===== config.mk =====
export PLATFORM = sky130hd
export DESIGN_NAME = io_input_dev
export DESIGN_NICKNAME = d
export VERILOG_FILES = /design/src/rtl/io_dev_pkg.sv /design/src/rtl/io_debounce.sv /design/src/rtl/io_input_dev.sv
export SDC_FILE = /design/constraint.sdc
export NUM_CORES = 1
export LEC_CHECK = 0
export ABC_CLOCK_PERIOD_IN_PS = 3900
export CORE_UTILIZATION = 34
export CTS_CLUSTER_DIAMETER = 30
export DETAILED_ROUTE_END_ITERATION = 8
export PLACE_DENSITY_LB_ADDON = 0.3
export SKIP_LAST_GASP = 1
export SLEW_MARGIN = 40
export SYNTH_ARGS = -nofsm -noshare
export SYNTH_HDL_FRONTEND = slang
export SYNTH_SLANG_ARGS = --single-unit

===== constraint.sdc =====
create_clock -name clk -period 3.9 [get_ports clk]
set_input_delay 0.78 -clock clk [delete_from_list [all_inputs] [get_ports clk]]
set_output_delay 0.78 -clock clk [all_outputs]
set_load 0.03 [all_outputs]

===== src/rtl/io_dev_pkg.sv =====
// Shared constants, per-device status type and status update rule for the KEY/SW input device.
package io_dev_pkg;

    localparam logic [31:0] KDATA_ADDR = 32'hF000_0010;
    localparam logic [31:0] KCTRL_ADDR = 32'hF000_0110;
    localparam logic [31:0] SDATA_ADDR = 32'hF000_0014;
    localparam logic [31:0] SCTRL_ADDR = 32'hF000_0114;

    localparam int unsigned READY_BIT   = 0;
    localparam int unsigned OVERRUN_BIT = 2;
    localparam int unsigned IE_BIT      = 8;

    typedef struct packed {
        logic ie;
        logic overrun;
        logic ready;
    } dev_status_t;

    // A read that coincides with a new value consumed the old one, so it is not an overrun.
    function automatic dev_status_t next_status(input dev_status_t st, input logic changed,
                                                input logic data_rd, input logic ctrl_wr,
                                                input logic wr_overrun, input logic wr_ie);
        dev_status_t nx;
        nx = st;
        if (data_rd) nx.ready = 1'b0;
        if (changed) nx.ready = 1'b1;
        if (ctrl_wr && !wr_overrun) nx.overrun = 1'b0;
        if (changed && st.ready && !data_rd) nx.overrun = 1'b1;
        if (ctrl_wr) nx.ie = wr_ie;
        return nx;
    endfunction

endpackage


===== src/rtl/io_debounce.sv =====
// Two-flop synchronizer followed by a counting debouncer; pulses `changed` when stable updates.
module io_debounce #(
    parameter int unsigned WIDTH           = 4,
    parameter int unsigned DEBOUNCE_CYCLES = 4,
    parameter logic [WIDTH-1:0] RESET_VAL  = '0
) (
    input  logic             clk,
    input  logic             reset,
    input  logic [WIDTH-1:0] din,
    output logic [WIDTH-1:0] stable,
    output logic             changed
);

    localparam int unsigned CW = $clog2(DEBOUNCE_CYCLES);
    localparam logic [CW-1:0] CNT_MAX = CW'(DEBOUNCE_CYCLES - 1);

    logic [WIDTH-1:0] sync0_q, sync0_d, sync1_q, sync1_d;
    logic [WIDTH-1:0] cand_q, cand_d, stable_q, stable_d;
    logic [CW-1:0]    cnt_q, cnt_d;

    always_comb begin
        sync0_d  = din;
        sync1_d  = sync0_q;
        cand_d   = cand_q;
        cnt_d    = cnt_q;
        stable_d = stable_q;
        changed  = 1'b0;
        if (sync1_q != cand_q) begin
            cand_d = sync1_q;
            cnt_d  = '0;
        end else if (cnt_q != CNT_MAX) begin
            cnt_d = cnt_q + 1'b1;
        end
        if ((cnt_q == CNT_MAX) && (cand_q != stable_q)) begin
            stable_d = cand_q;
            changed  = 1'b1;
        end
    end

    always_ff @(posedge clk) begin
        if (reset) begin
            sync0_q  <= RESET_VAL;
            sync1_q  <= RESET_VAL;
            cand_q   <= RESET_VAL;
            stable_q <= RESET_VAL;
            cnt_q    <= '0;
        end else begin
            sync0_q  <= sync0_d;
            sync1_q  <= sync1_d;
            cand_q   <= cand_d;
            stable_q <= stable_d;
            cnt_q    <= cnt_d;
        end
    end

    assign stable = stable_q;

endmodule


===== src/rtl/io_input_dev.sv =====
// Memory-mapped KEY/SW input device: address decode, Ready/Overrun/IE status, read mux and irqs.
module io_input_dev
    import io_dev_pkg::*;
#(
    parameter int unsigned DBITS           = 32,
    parameter int unsigned DEBOUNCE_CYCLES = 500000,
    parameter logic [DBITS-1:0] ADDR_KDATA = DBITS'(KDATA_ADDR),
    parameter logic [DBITS-1:0] ADDR_KCTRL = DBITS'(KCTRL_ADDR),
    parameter logic [DBITS-1:0] ADDR_SDATA = DBITS'(SDATA_ADDR),
    parameter logic [DBITS-1:0] ADDR_SCTRL = DBITS'(SCTRL_ADDR)
) (
    input  logic             clk,
    input  logic             reset,
    input  logic [3:0]       KEY,
    input  logic [9:0]       SW,
    input  logic [DBITS-1:0] addr,
    input  logic             rd_en,
    input  logic             wr_en,
    input  logic [DBITS-1:0] wdata,
    output logic             sel,
    output logic [DBITS-1:0] rdata,
    output logic             irq_key,
    output logic             irq_sw
);

    logic [3:0] key_stable, key_pressed;
    logic [9:0] sw_stable;
    logic       key_changed, sw_changed;

    // KEY is active-low, so its synchronizer and stable value idle at all-ones.
    io_debounce #(
        .WIDTH          (4),
        .DEBOUNCE_CYCLES(DEBOUNCE_CYCLES),
        .RESET_VAL      (4'hF)
    ) u_key_db (
        .clk    (clk),
        .reset  (reset),
        .din    (KEY),
        .stable (key_stable),
        .changed(key_changed)
    );

    io_debounce #(
        .WIDTH          (10),
        .DEBOUNCE_CYCLES(DEBOUNCE_CYCLES),
        .RESET_VAL      (10'h000)
    ) u_sw_db (
        .clk    (clk),
        .reset  (reset),
        .din    (SW),
        .stable (sw_stable),
        .changed(sw_changed)
    );

    logic hit_kdata, hit_kctrl, hit_sdata, hit_sctrl;
    dev_status_t key_st_q, key_st_d, sw_st_q, sw_st_d;
    logic unused_wdata;

    assign hit_kdata    = (addr == ADDR_KDATA);
    assign hit_kctrl    = (addr == ADDR_KCTRL);
    assign hit_sdata    = (addr == ADDR_SDATA);
    assign hit_sctrl    = (addr == ADDR_SCTRL);
    assign sel          = hit_kdata | hit_kctrl | hit_sdata | hit_sctrl;
    assign key_pressed  = ~key_stable;
    assign unused_wdata = ^wdata;

    function automatic logic [DBITS-1:0] ctrl_word(input dev_status_t st);
        logic [DBITS-1:0] w;
        w              = '0;
        w[READY_BIT]   = st.ready;
        w[OVERRUN_BIT] = st.overrun;
        w[IE_BIT]      = st.ie;
        return w;
    endfunction

    always_comb begin
        key_st_d = next_status(key_st_q, key_changed, rd_en & hit_kdata, wr_en & hit_kctrl,
                               wdata[OVERRUN_BIT], wdata[IE_BIT]);
        sw_st_d  = next_status(sw_st_q, sw_changed, rd_en & hit_sdata, wr_en & hit_sctrl,
                               wdata[OVERRUN_BIT], wdata[IE_BIT]);
    end

    always_ff @(posedge clk) begin
        if (reset) begin
            key_st_q <= '0;
            sw_st_q  <= '0;
        end else begin
            key_st_q <= key_st_d;
            sw_st_q  <= sw_st_d;
        end
    end

    always_comb begin
        rdata = '0;
        if (hit_kdata)      rdata = DBITS'(key_pressed);
        else if (hit_kctrl) rdata = ctrl_word(key_st_q);
        else if (hit_sdata) rdata = DBITS'(sw_stable);
        else if (hit_sctrl) rdata = ctrl_word(sw_st_q);
    end

    assign irq_key = key_st_q.ready & key_st_q.ie;
    assign irq_sw  = sw_st_q.ready & sw_st_q.ie;

endmodule

==> qor.yml <==
finish:
  area_delta_synth_final_pct: 22.78
  multi_input_area_um2: 2180
  mostFrequentLayoutCells: "dfxtp_1, clkdlybuf4s50_1, nor2_1, nor2b_1, nand3_1"
  final_core_util_pct: 42.91
  regArea_um2: 2002
  nNetsFinal: 639
  diodes: 0
  fillers: 1255
  final_common_cell: "dfxtp_1"
  drive_gt1_share_pct: 8.408
route:
  drtIter0Drc: 180
  viasPerCell: 4.718
  drc: 0
  wl_per_cell_um: 12.15
  ant_nets: 0
  dr_total_vias: 3449
  totalWireLength_mm: 8.883
  drt_pass1_iterations: 5
setup_path:
  reg2regPathDepth: 4
  worstPathCellList: "clkdlybuf4s50_1, nor4bb_1, nand4_1, or2_1, inv_1, clkdlybuf4s50_1"
  max_stage_delay_ns: 0.66
  arrival_ns: 2.90
  worstPathMaxFanout: 4
  regToRegEndpoint: "u_sw_db.cnt_q[17]"
  critical-path-top-delay-family: "buffers and inverters"
  required_ns: 3.12
  path_class: "in2out"
  worst_path_max_delay_cell: "clkdlybuf4s50_1"
  r2r_start: "u_sw_db.cand_q[4]"
  path_buf_inv: 3
  crit_path_end_kind: "primary output"
  worstSetupStartpoint: "addr[28]"
  rrSetupSlack_ns: 1.94
  cp_common_cell: "clkdlybuf4s50_1"
  start_kind: "input port"
placed_design:
  port_buffers: 64
  place_hpwl_mm: 6.471
  gp_congestion: 0.7823
  place_ws_ns: 0.1349
global_route:
  grt_max_degree: 35
  grt_util_all_layers_pct: 13.88
  gr-total-overflow: 0
  grt_pass1_vias: 3156
  grt_pass1_wl_mm: 14.58
  antenna_found_initial: 0
min_path:
  holdPathStages: 1
  hold_start: "u_key_db.sync0_q[3]"
  hp-class: "reg2reg"
  whs_endpoint: "u_key_db.sync1_q[3]"
floorplan:
  die_height_um: 115.9
  num_rows: 41
  core_um2: 12620
  fp.dieArea_um2: 13430
  initial_utilization_pct: 34.95
  die_width_um: 115.9
  io_pins: 117
cts:
  h-tree-depth: 3
  cts.path.max_buffers: 2
  postCtsSetupRepairBufs: 0
  root_buffer: "clkbuf_16"
  cts-resized-gates: 0
  holdBufCountCts: 0
  clk_latency_ns: 0.34
  cts_sinks: 100
  cts_buffers: 9
  cts.clk_slew.worst_paths_ns: 0.06
  cts_tree: "yes"
logic_synthesis:
  syn-instance-count: 494
  synth_edf_count: 0
  ys_seq_area_share_pct: 45.39
  synthDistinctLibCells: 46
  avgSynthCellArea_um2: 8.928
  ys_ff_latch: 100
  yosys_warnings: 0
  syn_area_um2: 4410
  ys.flop_type: "dfxtp_1"
  async_reset_ff_share_pct: 0
timing:
  period_share_pct: 94.48
  finalSetupViolations: 0
  min_period_ns: 3.685
  grt_setup_unrepaired: "false"
  hold_viol: 0
  finalSetupTns_ns: 0
  fmax_mhz: 271.4
  tightest_slew_ns: 0.8226
  max-slew-margin-rel_pct: 45.00
  fin_worst_skew_ns: 0.008342
  setup_ws_ns: 0.2155
  slew_viol_final: 0
run_status:
  status: "finished clean"
power:
  p_seq_share_pct: 48.6
  power_frac_comb_pct: 7.2
  fin_total_pwr_mw: 2.166
  p_sw_mw: 0.4616
  switching_share_pct: 21.31
  powerDensity_nw_per_um2: 400.1
  p_leak_nw: 2.032
  pwr-share-clk_pct: 44.2
  ir_drop_mv: 0.2075
  internal_power_mw: 1.705
run:
  cap_violations: 0
-- through the flow --
step	std cells	hold WS (ns)	area [um^2]
5_1_grt	731	0.4214	5415
3_5_place_dp	716	0.3961	5090
4_1_cts	731	0.4107	5415
6_report	731	0.4060	5415
3_3_place_gp	716	0.3956	5090
2_1_floorplan	515	0.3895	4489
-- how the worst max path moves through the flow --
stage	end	slack [ns]	cells after the start
4_1_cts	sel	0.13	6
6_report	sel	0.22	6
2_1_floorplan	rdata[0]	0.67	5
3_3_place_gp	sel	0.13	6
3_5_place_dp	sel	0.13	6
5_1_grt	sel	0.05	6
-- per-layer routing --
layer  wire length (um)  part of all wire (%)  GRT usage [%]  vias to the layer above
met5                  0                     0              0                        -
met4                155                   1.7          6.154                        0
met3                406                   4.6          3.086                       13
met2               4046                    46          22.74                       84
met1               4275                    48          17.46                     1584
li1                   -                     -              -                     1768
-- synthesized netlist by cell type, types with 7 or more instances --
cell type	number	share of area, %
nor2b_1	31	4.4
dfxtp_1	100	45
nand2_1	24	2.0
buf_4	24	4.1
nor4_1	12	1.7
xor2_1	27	5.4
or3_1	7	0.99
and3_1	9	1.3
nor3_1	15	1.7
o21ai_0	22	2.5
nand3_1	29	3.3
xnor2_1	23	4.6
or2_2	10	1.4
nand4_1	15	2.1
and2_1	9	1.3
a21oi_1	28	3.2
clkbuf_1	12	1.0
inv_1	12	1.0
nor2_1	40	3.4
-- power groups by stage --
| stage | sequential, mW | clock, mW | combinational (mW) |
|---|---|---|---|
| 6_report | 1.05 | 0.957 | 0.156 |
| 3_5_place_dp | 1.08 | 0 | 0.155 |
| 2_1_floorplan | 1.07 | 0 | 0.108 |
| 3_3_place_gp | 1.08 | 0 | 0.153 |
| 4_1_cts | 1.05 | 0.986 | 0.156 |
| 5_1_grt | 1.06 | 1.03 | 0.171 |
-- cell type report --
cell class / instances / area share [%]
multi-input combinational: 363 / 40.25
sequential: 100 / 36.97
timing repair buffer: 69 / 11.97
clock buffer: 11 / 4.667
tap: 172 / 3.974
clock inverter: 4 / 1.340
inverter: 12 / 0.8318
-- flip-flops by register name, summed over array words and instances (netlist names) --
signal            flops
u_key_db.stable       4
u_sw_db.stable       10
u_sw_db.cnt_q        19
u_key_db.cnt_q       19
key_st_q              3
u_key_db.sync1_q      4
u_sw_db.sync0_q      10
u_key_db.sync0_q      4
sw_st_q               3
u_sw_db.cand_q       10
u_sw_db.sync1_q      10
u_key_db.cand_q       4
-- cell families after synthesis --
| family | Yosys count | share of synthesized area [%] |
|---|---|---|
| AOI/OAI and AO/OA | 61 | 7.688 |
| other | 1 | 0.08502 |
| and+or+nand+nor | 221 | 27.75 |
| muxes | 7 | 1.617 |
| adders and majority gates | 2 | 0.5673 |
| DFF | 100 | 45.39 |
| xor gates and xnor gates | 50 | 9.929 |
| buffers and inverters | 52 | 6.979 |
Note: power is estimated with default switching activity, not from simulation.
